## config.mk

```make
export PLATFORM = sky130hd
export DESIGN_NAME = fetch_stage_flat
export DESIGN_NICKNAME = d
export VERILOG_FILES = /design/src/rtl/fetch_stage_pkg.sv /design/src/rtl/fetch_stage_if.sv /design/src/rtl/fetch_stage_hazard_detect.sv /design/src/rtl/fetch_stage.sv /design/src/flat_wrapper.sv
export SDC_FILE = /design/constraint.sdc
export NUM_CORES = 1
export LEC_CHECK = 0
export BUFFER_PORTS_ARGS = -buffer_cell sky130_fd_sc_hd__buf_2
export CORE_ASPECT_RATIO = 1.4
export CORE_MARGIN = 1.5
export CORE_UTILIZATION = 36
export CTS_CLUSTER_DIAMETER = 30
export DETAILED_ROUTE_END_ITERATION = 8
export HOLD_SLACK_MARGIN = 0.06
export PLACE_DENSITY = 0.7
export SYNTH_ARGS = -nofsm -noshare
export SYNTH_HDL_FRONTEND = slang
export SYNTH_SLANG_ARGS = --single-unit
export TNS_END_PERCENT = 20
```

## constraint.sdc

```tcl
create_clock -name clk -period 5.65 [get_ports clk]
set_input_delay 0.2825 -clock clk [delete_from_list [all_inputs] [get_ports clk]]
set_output_delay 0.2825 -clock clk [all_outputs]
set_load 0.05 [all_outputs]
```

## src/rtl/fetch_stage_pkg.sv

```systemverilog
// fetch_stage_pkg: ISA opcodes, NOP word and instruction field helpers shared by fetch and decode
package fetch_stage_pkg;
    localparam logic [5:0] OP_RTYPE = 6'b000000;
    localparam logic [5:0] OP_J     = 6'b000010;
    localparam logic [5:0] OP_BEQ   = 6'b000100;
    localparam logic [5:0] OP_LW    = 6'b100011;
    localparam logic [5:0] OP_SW    = 6'b101011;
    localparam logic [31:0] NOP     = 32'h0000_0000;

    function automatic logic [5:0] opcode(input logic [31:0] w);
        return w[31:26];
    endfunction

    function automatic logic [4:0] rs(input logic [31:0] w);
        return w[25:21];
    endfunction

    function automatic logic [4:0] rt(input logic [31:0] w);
        return w[20:16];
    endfunction

    function automatic logic [25:0] imm26(input logic [31:0] w);
        return w[25:0];
    endfunction
endpackage

```

## src/rtl/fetch_stage_if.sv

```systemverilog
// fetch_stage_if: imem, hazard, redirect and IF/ID signals of the fetch stage
interface fetch_stage_if #(parameter int CNT_W = 16);
    logic [31:0]      imem_addr;
    logic [31:0]      imem_rdata;
    logic             ex_memread;
    logic [4:0]       ex_rt;
    logic             br_taken;
    logic [31:0]      br_target;
    logic [31:0]      ir;
    logic [31:0]      pc_plus4;
    logic             bubble;
    logic [CNT_W-1:0] stall_cnt;
    logic [CNT_W-1:0] flush_cnt;

    modport master (
        output imem_addr, ir, pc_plus4, bubble, stall_cnt, flush_cnt,
        input  imem_rdata, ex_memread, ex_rt, br_taken, br_target
    );

    modport slave (
        input  imem_addr, ir, pc_plus4, bubble, stall_cnt, flush_cnt,
        output imem_rdata, ex_memread, ex_rt, br_taken, br_target
    );
endinterface

```

## src/rtl/fetch_stage_hazard_detect.sv

```systemverilog
// hazard_detect: load-use hazard between the lw in EX and the instruction in ID
module hazard_detect
    import fetch_stage_pkg::*;
(
    input  logic [31:0] ir,
    input  logic        ex_memread,
    input  logic [4:0]  ex_rt,
    output logic        haz
);
    logic [5:0] op;
    logic       rt_used;

    assign op      = opcode(ir);
    // lw's rt is a destination, so only these opcodes read rt
    assign rt_used = (op == OP_RTYPE) || (op == OP_BEQ) || (op == OP_SW);
    assign haz     = ex_memread && (ex_rt != 5'd0) && (ir != NOP) && (op != OP_J) &&
                     ((ex_rt == rs(ir)) || (rt_used && (ex_rt == rt(ir))));
endmodule

```

## src/rtl/fetch_stage.sv

```systemverilog
// fetch_stage: PC and IF/ID register with load-use stall, branch/jump redirect and
// saturating stall/flush counters
module fetch_stage
    import fetch_stage_pkg::*;
#(
    parameter logic [31:0] RESET_PC = 32'h0000_0000,
    parameter int          CNT_W    = 16
) (
    input logic           clk,
    input logic           rst,
    fetch_stage_if.master bus
);
    logic [31:0]      pc, ir, pc_plus4, pc_next4, jump_target;
    logic [CNT_W-1:0] stall_cnt, flush_cnt;
    logic             haz, is_j;

    hazard_detect u_hazard (
        .ir         (ir),
        .ex_memread (bus.ex_memread),
        .ex_rt      (bus.ex_rt),
        .haz        (haz)
    );

    assign pc_next4      = pc + 32'd4;
    assign is_j          = opcode(ir) == OP_J;
    assign jump_target   = {pc_plus4[31:28], imm26(ir), 2'b00};
    assign bus.imem_addr = pc;
    assign bus.ir        = ir;
    assign bus.pc_plus4  = pc_plus4;
    assign bus.bubble    = haz & ~bus.br_taken;
    assign bus.stall_cnt = stall_cnt;
    assign bus.flush_cnt = flush_cnt;

    always_ff @(posedge clk or posedge rst) begin
        if (rst) begin
            pc        <= RESET_PC;
            ir        <= NOP;
            pc_plus4  <= '0;
            stall_cnt <= '0;
            flush_cnt <= '0;
        end else if (bus.br_taken) begin
            pc        <= bus.br_target;
            ir        <= NOP;
            pc_plus4  <= '0;
            flush_cnt <= &flush_cnt ? flush_cnt : flush_cnt + 1'b1;
        end else if (haz) begin
            stall_cnt <= &stall_cnt ? stall_cnt : stall_cnt + 1'b1;
        end else if (is_j) begin
            // the word fetched alongside the jump is on the wrong path
            pc        <= jump_target;
            ir        <= NOP;
            pc_plus4  <= '0;
            flush_cnt <= &flush_cnt ? flush_cnt : flush_cnt + 1'b1;
        end else begin
            pc        <= pc_next4;
            ir        <= bus.imem_rdata;
            pc_plus4  <= pc_next4;
        end
    end
endmodule

```

## src/flat_wrapper.sv

```systemverilog
// flat-port wrapper written by rule: the top's interface ports become plain ports
module fetch_stage_flat import fetch_stage_pkg::*;
#(
    parameter logic [31:0] RESET_PC = 32'h0000_0000,
    parameter int          CNT_W    = 16
)
  (clk, rst, bus_imem_addr, bus_ir, bus_pc_plus4, bus_bubble, bus_stall_cnt, bus_flush_cnt, bus_imem_rdata, bus_ex_memread, bus_ex_rt, bus_br_taken, bus_br_target);
  fetch_stage_if #(.CNT_W(CNT_W)) bus_i ();
  input logic clk;
  input logic rst;
  output wire logic [$bits(bus_i.imem_addr)-1:0] bus_imem_addr;
  output wire logic [$bits(bus_i.ir)-1:0] bus_ir;
  output wire logic [$bits(bus_i.pc_plus4)-1:0] bus_pc_plus4;
  output wire logic [$bits(bus_i.bubble)-1:0] bus_bubble;
  output wire logic [$bits(bus_i.stall_cnt)-1:0] bus_stall_cnt;
  output wire logic [$bits(bus_i.flush_cnt)-1:0] bus_flush_cnt;
  input wire logic [$bits(bus_i.imem_rdata)-1:0] bus_imem_rdata;
  input wire logic [$bits(bus_i.ex_memread)-1:0] bus_ex_memread;
  input wire logic [$bits(bus_i.ex_rt)-1:0] bus_ex_rt;
  input wire logic [$bits(bus_i.br_taken)-1:0] bus_br_taken;
  input wire logic [$bits(bus_i.br_target)-1:0] bus_br_target;
  assign bus_imem_addr = bus_i.imem_addr;
  assign bus_ir = bus_i.ir;
  assign bus_pc_plus4 = bus_i.pc_plus4;
  assign bus_bubble = bus_i.bubble;
  assign bus_stall_cnt = bus_i.stall_cnt;
  assign bus_flush_cnt = bus_i.flush_cnt;
  assign bus_i.imem_rdata = bus_imem_rdata;
  assign bus_i.ex_memread = bus_ex_memread;
  assign bus_i.ex_rt = bus_ex_rt;
  assign bus_i.br_taken = bus_br_taken;
  assign bus_i.br_target = bus_br_target;
  fetch_stage #(.RESET_PC(RESET_PC), .CNT_W(CNT_W)) u_core (.clk(clk), .rst(rst), .bus(bus_i));
endmodule
```

After elaboration in Yosys (flattened, before gate mapping)
Cells that the tools add are included.
Cells by class
  $add $sub $neg: 3
  equality and inequality tests: 7
  mux-type cells: 13
  bitwise logic cells: 3
  reductions and logical operators: 16
Operators with widths (number)
  two-way mux 32 bit: 9
  two-way mux 16 bit: 4
  adder 16 x 1 -> 16 bit (second input constant): 2
  adder 32 x 3 -> 32 bit (second input constant): 1
  AND reduction 16 bit: 2
  nonzero test 32 bit: 1
  equality test 5 bit: 2
  equality test 6 x 2 -> 1 bit (second input constant): 1
  equality test 6 x 3 -> 1 bit (second input constant): 1
  equality test 6 bit (second input constant): 1
  logical NOT 6 bit: 1
  != test 6 x 2 -> 1 bit (second input constant): 1
  logical AND 1 bit: 5
  nonzero test 5 bit: 1
  logical OR 1 bit: 3
  AND reduction 3 bit: 1
  != test 2 bit (second input constant): 1
  NOT 1 bit: 2
  AND reduction 2 bit: 1
  nonzero test 2 bit: 1
  bitwise AND 1 bit: 1
Storage, ports and cells
  bits in registers: 128
  bits of input ports: 73
  output and inout port bits: 129

Depth between registers and ports, before layout
  depth in word-level cells: 8
  depth in mapped cells: 8

By module
A second synthesis with hierarchy kept.
Second synthesis, totals
  cell total of the unflattened synthesis: 652
  area, all modules: 6483.7 µm²
By module, submodules not included
  fetch_stage: times used 1, cells each 622, area an instance 6246.0 µm², sequential area each 3203.1 µm²
  hazard_detect: times used 1, cells each 30, area an instance 237.7 µm², sequential area each 0.0 µm²

Least setup slack after synthesis
Ideal clock, no wire load.
  path type: register to register
  start point: reg u_core.pc[2], in the netlist u_core.bus.imem_addr[2]
  end point: reg u_core.pc_plus4[28], in the netlist u_core.bus.pc_plus4[28]
  data arrival time: 2.726 ns
  data required time: 5.532 ns
  path slack: 2.806 ns
  cell stages (with the launch flop): 9
  path buffers: 1
  period minus slack after synthesis: 2.844 ns
  cell sequence: dfrtp_1 -> ha_1 -> nand3_1 -> or4_1 -> clkbuf_1 -> or4_1 -> xor2_1 -> nor3_1 -> a21o_1
Between the ends
  word-level cells in the longest chain between the ends: 4
Ends and longest elaborated chain
  start, declared: line fetch_stage.sv:13  | logic [31:0] pc, ir, pc_plus4, pc_next4, jump_target;
  start signal, assigned: line fetch_stage.sv:42  | pc <= bus.br_target;
  start signal, assigned: line fetch_stage.sv:50  | pc <= jump_target;
  start signal, assigned: line fetch_stage.sv:55  | pc <= pc_next4;
  adder 32 x 3 -> 32 bit: line fetch_stage.sv:24  | assign pc_next4 = pc + 32'd4;
  two-way mux 32 bit: line fetch_stage.sv:48  | end else if (is_j) begin
  two-way mux 32 bit: line fetch_stage.sv:46  | end else if (haz) begin
  two-way mux 32 bit: line fetch_stage.sv:41  | end else if (bus.br_taken) begin
  end signal, assigned: line fetch_stage.sv:57  | pc_plus4 <= pc_next4;
  end, declared: line fetch_stage.sv:13
Every way passes these cells. The select of a mux whose other input is x is not followed.
A chain may end at the register's enable or synchronous reset.

Worst setup path after layout
  start point: reg u_core.ir[27], in the netlist u_core.bus.ir[27]
  end point: out bus_bubble
Between the ends
  word-level cells in the longest chain between the ends: 7
  elaborated cells on any way between the ends: 13
  those cells by class: eq/ne: 3; bitwise: 1; reduce/logical: 9
Ends and longest elaborated chain
  start, declared: line fetch_stage.sv:13
  start signal, assigned: line fetch_stage.sv:56  | ir <= bus.imem_rdata;
  equality test 6 x 3 -> 1 bit / logical NOT 6 bit (equally long branches): line fetch_stage_hazard_detect.sv:15  | assign rt_used = (op == OP_RTYPE) || (op == OP_BEQ) || (op == OP_SW);
  logical OR 1 bit (2 in series): line fetch_stage_hazard_detect.sv:15
  logical AND 1 bit: line fetch_stage_hazard_detect.sv:17  | ((ex_rt == rs(ir)) || (rt_used && (ex_rt == rt(ir))));
  logical OR 1 bit: line fetch_stage_hazard_detect.sv:17
  logical AND 1 bit *: line fetch_stage_hazard_detect.sv:16  | assign haz = ex_memread && (ex_rt != 5'd0) && (ir != NOP) && (op != OP_J) &&
  bitwise AND 1 bit *: line fetch_stage.sv:30  | assign bus.bubble = haz & ~bus.br_taken;
  end, declared: line flat_wrapper.sv:14  | output wire logic [$bits(bus_i.bubble)-1:0] bus_bubble;
Mark *: on every way between the ends. The rest lies on a longest branch, timed or not.

==> results.sh <==
export IMPL_firstDrtPassIters=5
export IMPL_worstSetupEndpointType="output pin"
export IMPL_core_area_sq_mm=0.0185
export IMPL_grt_overflow=0
export IMPL_grt_pass1_wl_um=33700
export IMPL_pin_count=202
export IMPL_antenna_found_initial=2
export IMPL_synth_nets=839
export IMPL_synth_avg_cell_area_sq_um=8.90
export IMPL_hold_viol=0
export IMPL_wl_per_cell_um=18.0
export IMPL_setup_viol=0
export IMPL_insertion_delay_ps=420
export IMPL_crit_family="simple AND/OR/NAND/NOR gates"
export IMPL_ctsHoldBuffers=0
export IMPL_cts_tree="done"
export IMPL_worstReg2RegEnd="u_core.bus.stall_cnt[8]"
export IMPL_fin_setup_tns_ps=0
export IMPL_cap_violations=0
export IMPL_synth_area_leaders="dfrtp_1, nand2_1, xnor2_1"
export IMPL_tightest_slew_ps=953
export IMPL_cellLeakagePower_nw=4.18
export IMPL_powerDensity_mw_per_mm2=352
export IMPL_critPathMaxStageDelay_ps=590
export IMPL_fmax_mhz=275
export IMPL_timing_rr_start="u_core.bus.ir[26]"
export IMPL_syn_to_final_growth_pct=26.1
export IMPL_crit_arrival_ps=3350
export IMPL_die_h_um=166
export IMPL_wl_um=21600
export IMPL_first_iter_violations=473
export IMPL_ys_ff_latch=128
export IMPL_synth_edf_count=0
export IMPL_post_drt_via_cell_ratio=5.43
export IMPL_first_global_vias=6231
export IMPL_slew_headroom_pct=36.5
export IMPL_finish_instance_area_sq_mm=0.00857
export IMPL_place_gp_congestion=0.872
export IMPL_start_util_pct=36.7
export IMPL_fillers=1846
export IMPL_layout_drive_gt1_share_pct=27.3
export IMPL_synth_largest_area_cell="dfrtp_1"
export IMPL_grt_max_degree=82
export IMPL_dpl_hpwl_um=15400
export IMPL_num_rows=59
export IMPL_clock_skew_ps=8.47
export IMPL_fin_crit_sh_pct=64.3
export IMPL_cts_setup_buffers=0
export IMPL_placed_cell_area_sq_mm=0.00797
export IMPL_status="finished clean"
export IMPL_cts_max_path_buffers=2
export IMPL_mostFrequentLayoutCell="buf_2"
export IMPL_yosys_most_used_dff="dfrtp_1"
export IMPL_clk_pin_slew_worst_paths_ps=60
export IMPL_place_inst=1162
export IMPL_final_nets=1013
export IMPL_root_buffer="clkbuf_16"
export IMPL_p_total_mw=3.01
export IMPL_r2r_slack_ps=2400
export IMPL_ys_seq_area_share_pct=47.1
export IMPL_cp_start_kind="flip-flop"
export IMPL_critPathMaxFanout=28
export IMPL_synthArstFlopShare_pct=100
export IMPL_rsz0062_at_grt="false"
export IMPL_syn_cell_area_sq_mm=0.00679
export IMPL_slew_violations=0
export IMPL_period_needed_ps=3630
export IMPL_yosys_cell_types_count=50
export IMPL_ctsResizeCount=0
export IMPL_numClockSinks=128
export IMPL_numPortBuffers=201
export IMPL_final_cells=1198
export IMPL_critPathBufInv=2
export IMPL_dieWidth_um=119
export IMPL_synth_cells=763
export IMPL_crit_chain="nor4_2 -> a31oi_1 -> or4_1 -> a211oi_4 -> nand2_1 -> inv_2 -> buf_2"
export IMPL_slowest_stage="or4_1"
export IMPL_final_core_util_pct=46.2
export IMPL_worstPathRequired_ps=5370
export IMPL_cts_made_buffers=17
export IMPL_drc=0
export IMPL_drtAntennaViolNets=0
export IMPL_synth_top_area_share_pct=47.1
export IMPL_die_area_sq_mm=0.0197
export IMPL_critPathKind="reg -> out"
export IMPL_max_vdd_ir_drop_mv=0.168
export IMPL_cts_htree_levels=4
export IMPL_mostFrequentLayoutCells="buf_2, nand2_1, dfrtp_1"
export IMPL_synth_warnings=0
export IMPL_grtUsageTotal_pct=21.9
export IMPL_vias=6502
export IMPL_min_path_type="in -> async"
export IMPL_rr_worst_depth=7
==> power by group <==
| part | switching, mW | internal [mW] |
|---|---|---|
| Clock | 0.402 | 0.678 |
| Sequential | 0.132 | 1.02 |
| Combinational | 0.576 | 0.208 |
==> metal layers <==
metal	wire, um	global-route usage [%]
met1	9120	27.9
met2	10400	35.0
met3	1140	4.70
met4	911	11.7
met5	0	0
==> registers in the layout, indices dropped and copies added (netlist names) <==
| register | cells |
|---|---|
| u_core.bus.ir | 32 |
| u_core.bus.stall_cnt | 16 |
| u_core.bus.pc_plus4 | 32 |
| u_core.bus.imem_addr | 32 |
| u_core.bus.flush_cnt | 16 |
==> Yosys cell counts, types with 15 or more instances <==
| cell type | n |
|---|---|
| nor2_1 | 48 |
| a21oi_1 | 55 |
| nor4_1 | 16 |
| a21o_1 | 19 |
| o21ai_0 | 34 |
| nand4_1 | 19 |
| nand3_1 | 36 |
| xor2_1 | 31 |
| dfrtp_1 | 128 |
| xnor2_1 | 37 |
| nor3_1 | 33 |
| clkbuf_1 | 38 |
| a211oi_1 | 17 |
| and3_1 | 15 |
| nand2_1 | 134 |
==> cells by family (layout without fill, tap and decap cells) <==
family	count (synthesis)	after routing	share of synthesized area, %
buffers and inverters	59	246	3.48
XOR/XNOR	68	68	8.77
multiplexers	11	11	1.77
AO/OA/AOI/OAI	160	160	14.7
other	0	4	0
AND/OR/NAND/NOR	334	334	23.6
adder cells (fa/ha/maj)	3	3	0.553
flip-flops	128	128	47.1
==> final cells by class <==
class                      count  area (sq um)  area share, %
tap                          244           305           3.56
sequential                   128          3200           37.4
clock buffer                  21           470           5.49
multi-input combinational    576          3390           39.5
timing repair buffer         207          1050           12.3
antenna                        4          10.0          0.117
inverter                       7          28.8          0.336
clock inverter                11           113           1.31
==> metrics by stage <==
step           hold WS [ps]  worst slack, ps
6_report               69.4             2020
3_5_place_dp            462             2430
2_1_floorplan           418             1950
3_3_place_gp            457             2510
5_1_grt                84.4             1830
4_1_cts                82.4             2020
==> worst max-delay path by stage <==
stage,to,startpoint,cells after the start,slack (ps)
global route,bus_bubble,u_core.bus.ir[27],7,1830
global placement,u_core.bus.stall_cnt[8],u_core.bus.ir[26],7,2510
finish,bus_bubble,u_core.bus.ir[27],7,2020
floorplan,u_core.bus.flush_cnt[0],rst,1,1950
detailed placement,u_core.bus.stall_cnt[8],u_core.bus.ir[29],7,2430
CTS,bus_bubble,u_core.bus.ir[27],7,2020
(Power assumes the default switching activity.)
